$ cat src/rtl/vga_timing_gen.sv
// VGA raster timing generator: fetch-stage counters plus a LEAD-deep display pipeline.
// Optional frame counter output enabled by defining VGA_TIMING_FRAME_CNT_EN.
module vga_timing_gen #(
  parameter int   H_ACTIVE = 640,
  parameter int   H_FP     = 16,
  parameter int   H_SYNC   = 96,
  parameter int   H_BP     = 48,
  parameter int   V_ACTIVE = 480,
  parameter int   V_FP     = 10,
  parameter int   V_SYNC   = 2,
  parameter int   V_BP     = 33,
  parameter logic HS_ACT   = 1'b1,
  parameter logic VS_ACT   = 1'b1,
  parameter int   CNT_W    = 10,
  parameter int   LEAD     = 2
) (
  input  logic             clk,
  input  logic             reset,
  input  logic             ce,
  output logic [CNT_W-1:0] fetch_h,
  output logic [CNT_W-1:0] fetch_v,
  output logic             fetch_valid,
  output logic [CNT_W-1:0] h_addr,
  output logic [CNT_W-1:0] v_addr,
  output logic             valid,
  output logic             hsync,
  output logic             vsync,
  output logic             line_start,
  output logic             frame_start
`ifdef VGA_TIMING_FRAME_CNT_EN
  ,
  output logic [7:0]       frame_cnt
`endif
);

  localparam int H_TOTAL = H_ACTIVE + H_FP + H_SYNC + H_BP;
  localparam int V_TOTAL = V_ACTIVE + V_FP + V_SYNC + V_BP;

  localparam longint CNT_MAX = (longint'(1) << CNT_W) - 1;

  if (longint'(H_TOTAL) - 1 > CNT_MAX) begin : g_h_range
    $error("H_TOTAL-1 does not fit in CNT_W bits");
  end
  if (longint'(V_TOTAL) - 1 > CNT_MAX) begin : g_v_range
    $error("V_TOTAL-1 does not fit in CNT_W bits");
  end
  if (LEAD > 7 || LEAD < 0) begin : g_lead_range
    $error("LEAD must be in 0..7");
  end

  localparam logic [CNT_W-1:0] ONE    = CNT_W'(1);
  localparam logic [CNT_W-1:0] H_LAST = CNT_W'(H_TOTAL - 1);
  localparam logic [CNT_W-1:0] V_LAST = CNT_W'(V_TOTAL - 1);
  localparam logic [CNT_W-1:0] H_ACT  = CNT_W'(H_ACTIVE);
  localparam logic [CNT_W-1:0] V_ACT  = CNT_W'(V_ACTIVE);
  localparam logic [CNT_W-1:0] HS_BEG = CNT_W'(H_ACTIVE + H_FP);
  localparam logic [CNT_W-1:0] HS_END = CNT_W'(H_ACTIVE + H_FP + H_SYNC - 1);
  localparam logic [CNT_W-1:0] VS_BEG = CNT_W'(V_ACTIVE + V_FP);
  localparam logic [CNT_W-1:0] VS_END = CNT_W'(V_ACTIVE + V_FP + V_SYNC - 1);

  logic [CNT_W-1:0] h_cnt;
  logic [CNT_W-1:0] v_cnt;
  logic             f_vld;
  logic             f_hs;
  logic             f_vs;

  logic [CNT_W-1:0] d_h;
  logic [CNT_W-1:0] d_v;
  logic             d_vld;
  logic             d_hs;
  logic             d_vs;
  logic             d_ok;

  // Raster counters: h wraps at line end, v steps only on that wrap.
  always_ff @(posedge clk or posedge reset) begin
    if (reset) begin
      h_cnt <= '0;
      v_cnt <= '0;
    end else if (ce) begin
      if (h_cnt == H_LAST) begin
        h_cnt <= '0;
        if (v_cnt == V_LAST) begin
          v_cnt <= '0;
        end else begin
          v_cnt <= v_cnt + ONE;
        end
      end else begin
        h_cnt <= h_cnt + ONE;
      end
    end
  end

  // Fetch-stage decode straight from the counter registers.
  always_comb begin
    f_vld = (h_cnt < H_ACT) && (v_cnt < V_ACT);
    f_hs  = (h_cnt >= HS_BEG) && (h_cnt <= HS_END);
    f_vs  = (v_cnt >= VS_BEG) && (v_cnt <= VS_END);
  end

  assign fetch_h     = h_cnt;
  assign fetch_v     = v_cnt;
  assign fetch_valid = f_vld;

  if (LEAD == 0) begin : g_direct
    // No lead: display mirrors fetch, but stays blank while in reset.
    always_comb begin
      d_h   = h_cnt;
      d_v   = v_cnt;
      d_vld = f_vld & ~reset;
      d_hs  = f_hs & ~reset;
      d_vs  = f_vs & ~reset;
      d_ok  = ~reset;
    end
  end else begin : g_pipe
    logic [CNT_W-1:0] p_h   [LEAD];
    logic [CNT_W-1:0] p_v   [LEAD];
    logic             p_vld [LEAD];
    logic             p_hs  [LEAD];
    logic             p_vs  [LEAD];
    logic             p_ok  [LEAD];

    // Delay line; p_ok marks entries that carry real raster positions.
    always_ff @(posedge clk or posedge reset) begin
      if (reset) begin
        for (int i = 0; i < LEAD; i++) begin
          p_h[i]   <= '0;
          p_v[i]   <= '0;
          p_vld[i] <= 1'b0;
          p_hs[i]  <= 1'b0;
          p_vs[i]  <= 1'b0;
          p_ok[i]  <= 1'b0;
        end
      end else if (ce) begin
        p_h[0]   <= h_cnt;
        p_v[0]   <= v_cnt;
        p_vld[0] <= f_vld;
        p_hs[0]  <= f_hs;
        p_vs[0]  <= f_vs;
        p_ok[0]  <= 1'b1;
        for (int i = 1; i < LEAD; i++) begin
          p_h[i]   <= p_h[i-1];
          p_v[i]   <= p_v[i-1];
          p_vld[i] <= p_vld[i-1];
          p_hs[i]  <= p_hs[i-1];
          p_vs[i]  <= p_vs[i-1];
          p_ok[i]  <= p_ok[i-1];
        end
      end
    end

    // Display stage is the last pipeline entry.
    always_comb begin
      d_h   = p_h[LEAD-1];
      d_v   = p_v[LEAD-1];
      d_vld = p_vld[LEAD-1];
      d_hs  = p_hs[LEAD-1];
      d_vs  = p_vs[LEAD-1];
      d_ok  = p_ok[LEAD-1];
    end
  end

  // Display outputs with sync polarity applied.
  always_comb begin
    h_addr      = d_h;
    v_addr      = d_v;
    valid       = d_vld;
    hsync       = d_hs ? HS_ACT : ~HS_ACT;
    vsync       = d_vs ? VS_ACT : ~VS_ACT;
    line_start  = d_ok && (d_h == '0);
    frame_start = d_ok && (d_h == '0) && (d_v == '0);
  end

`ifdef VGA_TIMING_FRAME_CNT_EN
  logic [7:0] fc;

  // Step when the display stage leaves the last pixel of a frame.
  always_ff @(posedge clk or posedge reset) begin
    if (reset) begin
      fc <= 8'd0;
    end else if (ce && d_ok && d_h == H_LAST && d_v == V_LAST) begin
      fc <= fc + 8'd1;
    end
  end

  assign frame_cnt = fc;
`endif

endmodule
$ cat config.mk
export PLATFORM = sky130hd
export DESIGN_NAME = vga_timing_gen
export DESIGN_NICKNAME = d
export VERILOG_FILES = /design/src/rtl/vga_timing_gen.sv
export SDC_FILE = /design/constraint.sdc
export NUM_CORES = 1
export LEC_CHECK = 0
export CORE_MARGIN = 5
export CORE_UTILIZATION = 30
export CTS_BUF_LIST = sky130_fd_sc_hd__clkbuf_8 sky130_fd_sc_hd__clkbuf_16
export CTS_CLUSTER_DIAMETER = 60
export CTS_CLUSTER_SIZE = 12
export DETAILED_ROUTE_END_ITERATION = 8
export PLACE_DENSITY = 0.48
export SETUP_SLACK_MARGIN = 0.02
export SYNTH_ARGS = -nofsm -noshare
export SYNTH_HDL_FRONTEND = slang
export SYNTH_SLANG_ARGS = --single-unit
export TNS_END_PERCENT = 100
$ cat constraint.sdc
create_clock -name clk -period 1.8 [get_ports clk]
set_clock_uncertainty 0.1 [all_clocks]
set_input_delay 0.18 -clock clk [delete_from_list [all_inputs] [get_ports clk]]
set_output_delay 0.18 -clock clk [all_outputs]
set_load 0.01 [all_outputs]
# Word-level counts from Yosys, hierarchy flattened
# Cells that the tools add are included.
# totals
reg_bits,68
in_bits,3
output_inout_bits,46
elab_cells,36
# op_classes
n_addsub,2
n_lt_le_gt_ge,6
n_eq_ne,2
n_mux,4
reduce_logical,8
# op_table
operator,count
"adder 10 x 1 -> 10 bit, second input constant",2
"== test 10 bit, second input constant",2
logical NOT 10 bit,2
2-to-1 mux 10 bit,2
">= comparator 10 bit, second input constant",1
">= comparator 10 x 9 -> 1 bit, second input constant",1
"<= comparator 10 bit, second input constant",1
"<= comparator 10 x 9 -> 1 bit, second input constant",1
"less-than comparator 10 bit, second input constant",1
"less-than comparator 10 x 9 -> 1 bit, second input constant",1
logical AND 1 bit,5
2-to-1 mux 1 bit,2
AND reduction 2 bit,1

# Longest topological paths before layout
# logic_depth
word_depth,3
mapped_depth,6
mapped_depth_nobuf,6

# Least setup slack after synthesis
# OpenSTA, ideal clock, no wires.
# synth_path
kind,reg-to-reg
startpoint,"reg h_cnt[0], in the netlist fetch_h[0]"
endpoint,"reg v_cnt[7], in the netlist fetch_v[7]"
setup_ps,79
t_arrival_ps,1673
required_time_ps,1621
slack_ps,-52
stages_incl_launch_ff,6
path_buffers,0
period_less_slack_ps,1852
cell_sequence,dfrtp_1 -> ha_1 -> nand4_2 -> nor4_4 -> and4_1 -> xor2_1
# synth_via
elab_chain_cells,2
# synth_lines
element,line,source
from (decl),61,logic [CNT_W-1:0] h_cnt;
from (signal assigned),88,h_cnt <= h_cnt + ONE;
== test 10 bit,80,if (h_cnt == H_LAST) begin
AND reduction 2 bit (no line),-,
to (signal assigned),85,v_cnt <= v_cnt + ONE;
to (decl),62,logic [CNT_W-1:0] v_cnt;
# No other way between the ends.
# A chain may end at the register's enable or synchronous reset.

# Final worst setup path
# layout_path
startpoint,reg g_pipe.p_v (netlist bit v_addr[0])
endpoint,out frame_start
# layout_via
elab_chain_cells,2
# layout_lines
element,line,source
from (decl),116,logic [CNT_W-1:0] p_v [LEAD];
"from (signal, indexed assignment)",142,p_v[i] <= p_v[i-1];
logical NOT 10 bit,170,frame_start = d_ok && (d_h == '0) && (d_v == '0);
logical AND 1 bit,170,
to (decl),29,output logic frame_start
# No other way between the ends.

==> qor_table.md <==
| Group | Result | This run |
| --- | --- | --- |
| sta | Max Transition Viols Final | 0 |
| sta | Transition time of the tightest slew-check pin | 0.353 ns |
| clock network | Clk buf depth | 2 |
| floorplanning | Core Region | 10200 um^2 |
| logic synthesis | Fraction of registers with async set or reset after synthesis | 1.00 |
| placed design | Pre-CTS setup slack | -0.329 ns |
| job | Maximum capacitance violations | 0 |
| pwr | Power density of the placed cells | 1010 nW/um^2 |
| sta | Max-slew headroom at the worst pin | 0.765 |
| floorplanning | Total die area | 12500 um^2 |
| logic synthesis | Most frequently used cell type in the post-synthesis netlist | sky130_fd_sc_hd__dfrtp_1 |
| sta | Minimum clock period | 1.99 ns |
| logic synthesis | Number of distinct standard cells referenced by the synthesized netlist | 41 |
| logic synthesis | Synthesized cell area | 3110 um^2 |
| finish | Inserted Diodes | 0 |
| clock network | TritonCTS buffer count | 9 |
| global routing | Initial antenna violation count | 0 |
| sta | Setup repair after global routing missed its margin | yes |
| logic synthesis | Dominant register cell in the synthesized netlist | sky130_fd_sc_hd__dfrtp_1 |
| clock network | Worst-path clk slew | 0.07 ns |
| route | Number of design-rule violations left by the first detailed-router iteration | 64 |
| placed design | GPL Wtd Cong | 0.726 |
| worst setup path | Critical path class | reg -> out |
| route | Detailed-routing iteration count for the pre-antenna-repair pass | 4 |
| status | Outcome | finished, violations left |
| logic synthesis | Leading cell types by total area after synthesis | sky130_fd_sc_hd__dfrtp_1 55%, sky130_fd_sc_hd__mux2_2 17%, sky130_fd_sc_hd__buf_4 4.8% |
| sta | Post-route setup slack | -0.190 ns |
| sta | Ratio of final minimum period to clock period | 1.11 |
| logic synthesis | Share of Yosys cell area claimed by the top area cell type | 0.548 |
| clock network | Sink Count | 68 |
| worst setup path | Worst EP required | 1.52 ns |
| finish | Filler Cell Count | 994 |
| global routing | First-pass GRT wire length | 11800 um |
| placed design | Port bufs | 48 |
| worst setup path | Max FO, Critical Path | 2 |
| worst setup path | Type of origin of the critical path | flop |
| logic synthesis | Biggest area consumer among synthesized cells | sky130_fd_sc_hd__dfrtp_1 |
| sta | Hold violation count in the final report | 0 |
| worst setup path | Category of the worst setup path capture point | primary output |
| logic synthesis | Post-synthesis area per instance | 12.6 um^2 |
| route | DRT antenna net count | 0 |
| clock network | H-Tree Depth | 3 |
| logic synthesis | Most frequent cells after synthesis | 68 x sky130_fd_sc_hd__dfrtp_1, 47 x sky130_fd_sc_hd__mux2_2, 20 x sky130_fd_sc_hd__buf_4 |
| route | Post-route DRC | 0 |
| floorplanning | Initial cell density of the core | 0.304 |
| finish | Area used by multi-input combinational logic | 1250 um^2 |
| clock network | CTS root buffer | sky130_fd_sc_hd__clkbuf_8 |
| floorplanning | Number of ports placed on the die boundary | 49 |
| logic synthesis | Net count after synthesis | 253 |
| pwr | Total design power | 4.27 mW |
| sta | Final setup viols | 3 |
| logic synthesis | Count of warnings emitted by yosys | 0 |
| route | DRT Wirelength | 6930 um |
| worst setup path | Sequence of cells on the critical path | or4_1, nor3_2, and3_4, buf_6 |
| logic synthesis | Count of state elements after synthesis | 68 |
| global routing | Number of global-route vias before repair | 2206 |
| pwr | Worst VDD drop | 0.000308 V |
| worst setup path | Critical-path top delay cell | sky130_fd_sc_hd__or4_1 |
| global routing | Pin count of the biggest net entering global routing | 42 |
| floorplanning | Width of the die | 112 um |
| finish | Area of all sequential standard cells | 1700 um^2 |
| global routing | Overflow left after global routing | 0 |
| route | Vias | 2085 |
| floorplanning | Y dimension of the die | 112 um |
| logic synthesis | Number of standard cells after synthesis | 246 |
| status | Violations in the final reports | negative setup slack |
| sta | Maximum clock frequency | 502 MHz |
| placed design | Total half-perimeter wirelength after legalization and detailed placement | 5070 um |
| global routing | Aggregate global-route resource usage | 0.119 |
| route | WL per Instance | 14.7 um |
| worst setup path | Data arrival time at the worst-slack endpoint | 1.71 ns |
| clock network | Clk Latency, worst-skew pair | 0.34 ns |
| finish | Count of nets after finishing | 337 |
| finish | Synth-to-Final Area Change | 36.2% |
| min path | Kind of path behind the tightest hold check | in -> async |
| logic synthesis | Number of enable-type register cells in the synthesized netlist | 0 |
| clock network | CTS tree | done |
| finish | Layout cells sized above 1 | 0.418 |
| floorplanning | FP Rows | 37 |
| logic synthesis | Part of the Yosys area used for sequential elements | 0.548 |
| pwr | Static leakage power | 1.95 nW |
| route | Via-per-instance ratio | 4.43 |
| worst setup path | Delay of the slowest cell on the worst path | 0.53 ns |
| clock network | Number of buffers inserted by hold repair at cts | 0 |
[metal layers]
| layer | global-route usage | wire length (um) | vias to the layer above |
|---|---|---|---|
| li1 | - | - | 1014 |
| met1 | 0.162 | 3350 | 1026 |
| met2 | 0.179 | 3220 | 34 |
| met3 | 0.0266 | 213 | 11 |
| met4 | 0.0535 | 143 | 0 |
| met5 | 0 | 0 | - |
[registers in the layout, summed over array words and instances, names as in the netlist]
name / count
d_hs: 1
d_ok: 1
d_vs: 1
fetch_h: 10
fetch_v: 10
g_pipe.p_h: 10
g_pipe.p_hs: 1
g_pipe.p_ok: 1
g_pipe.p_v: 10
g_pipe.p_vld: 1
g_pipe.p_vs: 1
h_addr: 10
v_addr: 10
valid: 1
[cells by family after synthesis]
group / after synthesis / share of synthesized area
compound gates: 13 / 0.0274
xor+xnor: 13 / 0.0366
fa+ha+maj: 4 / 0.0161
buf+inv: 39 / 0.0749
flops: 68 / 0.548
mux: 47 / 0.170
simple gates: 62 / 0.127
[worst max-delay path, delay by kind of cell, from the launching register on]
family | cells | cell delay [ns]
buffers and inverters | 1 | 0.09
and+or+nand+nor | 3 | 0.90
DFF | 1 | 0.38
[path summary, 6_finish.rpt]
check	from	to	slack, ns	cells after the start
max	v_addr[0]	frame_start	-0.19	4
min	reset	fetch_h[0]	0.15	3
max reg2reg	fetch_v[6]	fetch_v[4]	-0.02	4
min reg2reg	g_pipe.p_ok[1]	g_pipe.p_ok[1]	0.37	1
max in group asynchronous	reset	fetch_v[8]	1.12	3
min in group clk	ce	g_pipe.p_ok[1]	0.20	3
[per-stage QoR]
stage | util | setup TNS [ns] | cell area [um^2] | std cells | hold slack (ns)
finish | 0.414 | -0.318 | 4230 | 471 | 0.146
global route | 0.414 | -0.865 | 4230 | 471 | 0.167
CTS | 0.410 | -0.562 | 4200 | 470 | 0.146
detailed placement | 0.388 | -0.540 | 3970 | 449 | 0.345
global placement | 0.388 | -0.481 | 3970 | 449 | 0.350
floorplan | - | 0 | 3140 | 246 | 0.237
[layout make-up]
| class | instances | area share |
|---|---|---|
| Sequential cell | 68 | 0.402 |
| Multi-Input combinational cell | 139 | 0.295 |
| Timing Repair Buffer | 103 | 0.213 |
| Tap cell | 136 | 0.0402 |
| Clock buffer | 11 | 0.0358 |
| Inverter | 9 | 0.00887 |
| Clock inverter | 5 | 0.00502 |
[where the power goes]
| part | switching, mW | internal (mW) |
|---|---|---|
| clock | 0.551 | 0.556 |
| combinational | 0.583 | 0.705 |
| sequential | 0.140 | 1.74 |
| total | 1.27 | 3.00 |
[placed cells by master, fill, tap and decap left out, types with 2 or more instances in the layout]
cell type / synthesis / routed
sky130_fd_sc_hd__ha_1: 4 / 3
sky130_fd_sc_hd__mux2_2: 47 / 47
sky130_fd_sc_hd__nor3_1: 4 / 3
sky130_fd_sc_hd__clkbuf_8: 0 / 11
sky130_fd_sc_hd__inv_1: 9 / 9
sky130_fd_sc_hd__nor4_4: 2 / 3
sky130_fd_sc_hd__nor2_1: 10 / 9
sky130_fd_sc_hd__nor3_2: 1 / 2
sky130_fd_sc_hd__clkdlybuf4s50_1: 0 / 41
sky130_fd_sc_hd__o21ai_0: 5 / 4
sky130_fd_sc_hd__nand3_1: 9 / 8
sky130_fd_sc_hd__buf_6: 1 / 3
sky130_fd_sc_hd__clkinv_2: 0 / 2
sky130_fd_sc_hd__nor4_1: 4 / 3
sky130_fd_sc_hd__nand2_1: 10 / 10
sky130_fd_sc_hd__xor2_1: 3 / 3
sky130_fd_sc_hd__buf_2: 2 / 2
sky130_fd_sc_hd__nand4_1: 6 / 6
sky130_fd_sc_hd__buf_4: 20 / 53
sky130_fd_sc_hd__and3_1: 3 / 2
sky130_fd_sc_hd__o21ai_1: 1 / 2
sky130_fd_sc_hd__inv_2: 0 / 2
sky130_fd_sc_hd__xnor2_1: 10 / 10
sky130_fd_sc_hd__dfrtp_1: 68 / 67
sky130_fd_sc_hd__dlygate4sd2_1: 0 / 2
[what timing repair did]
item                                    4_1_cts  5_1_grt
gates resized for setup                      19       11
hold endpoints to repair                      0        0
buffers inserted                              5        2
pin swaps                                     6        6
endpoints found under the setup margin       10       12
Power figures use the tool's default switching activity.
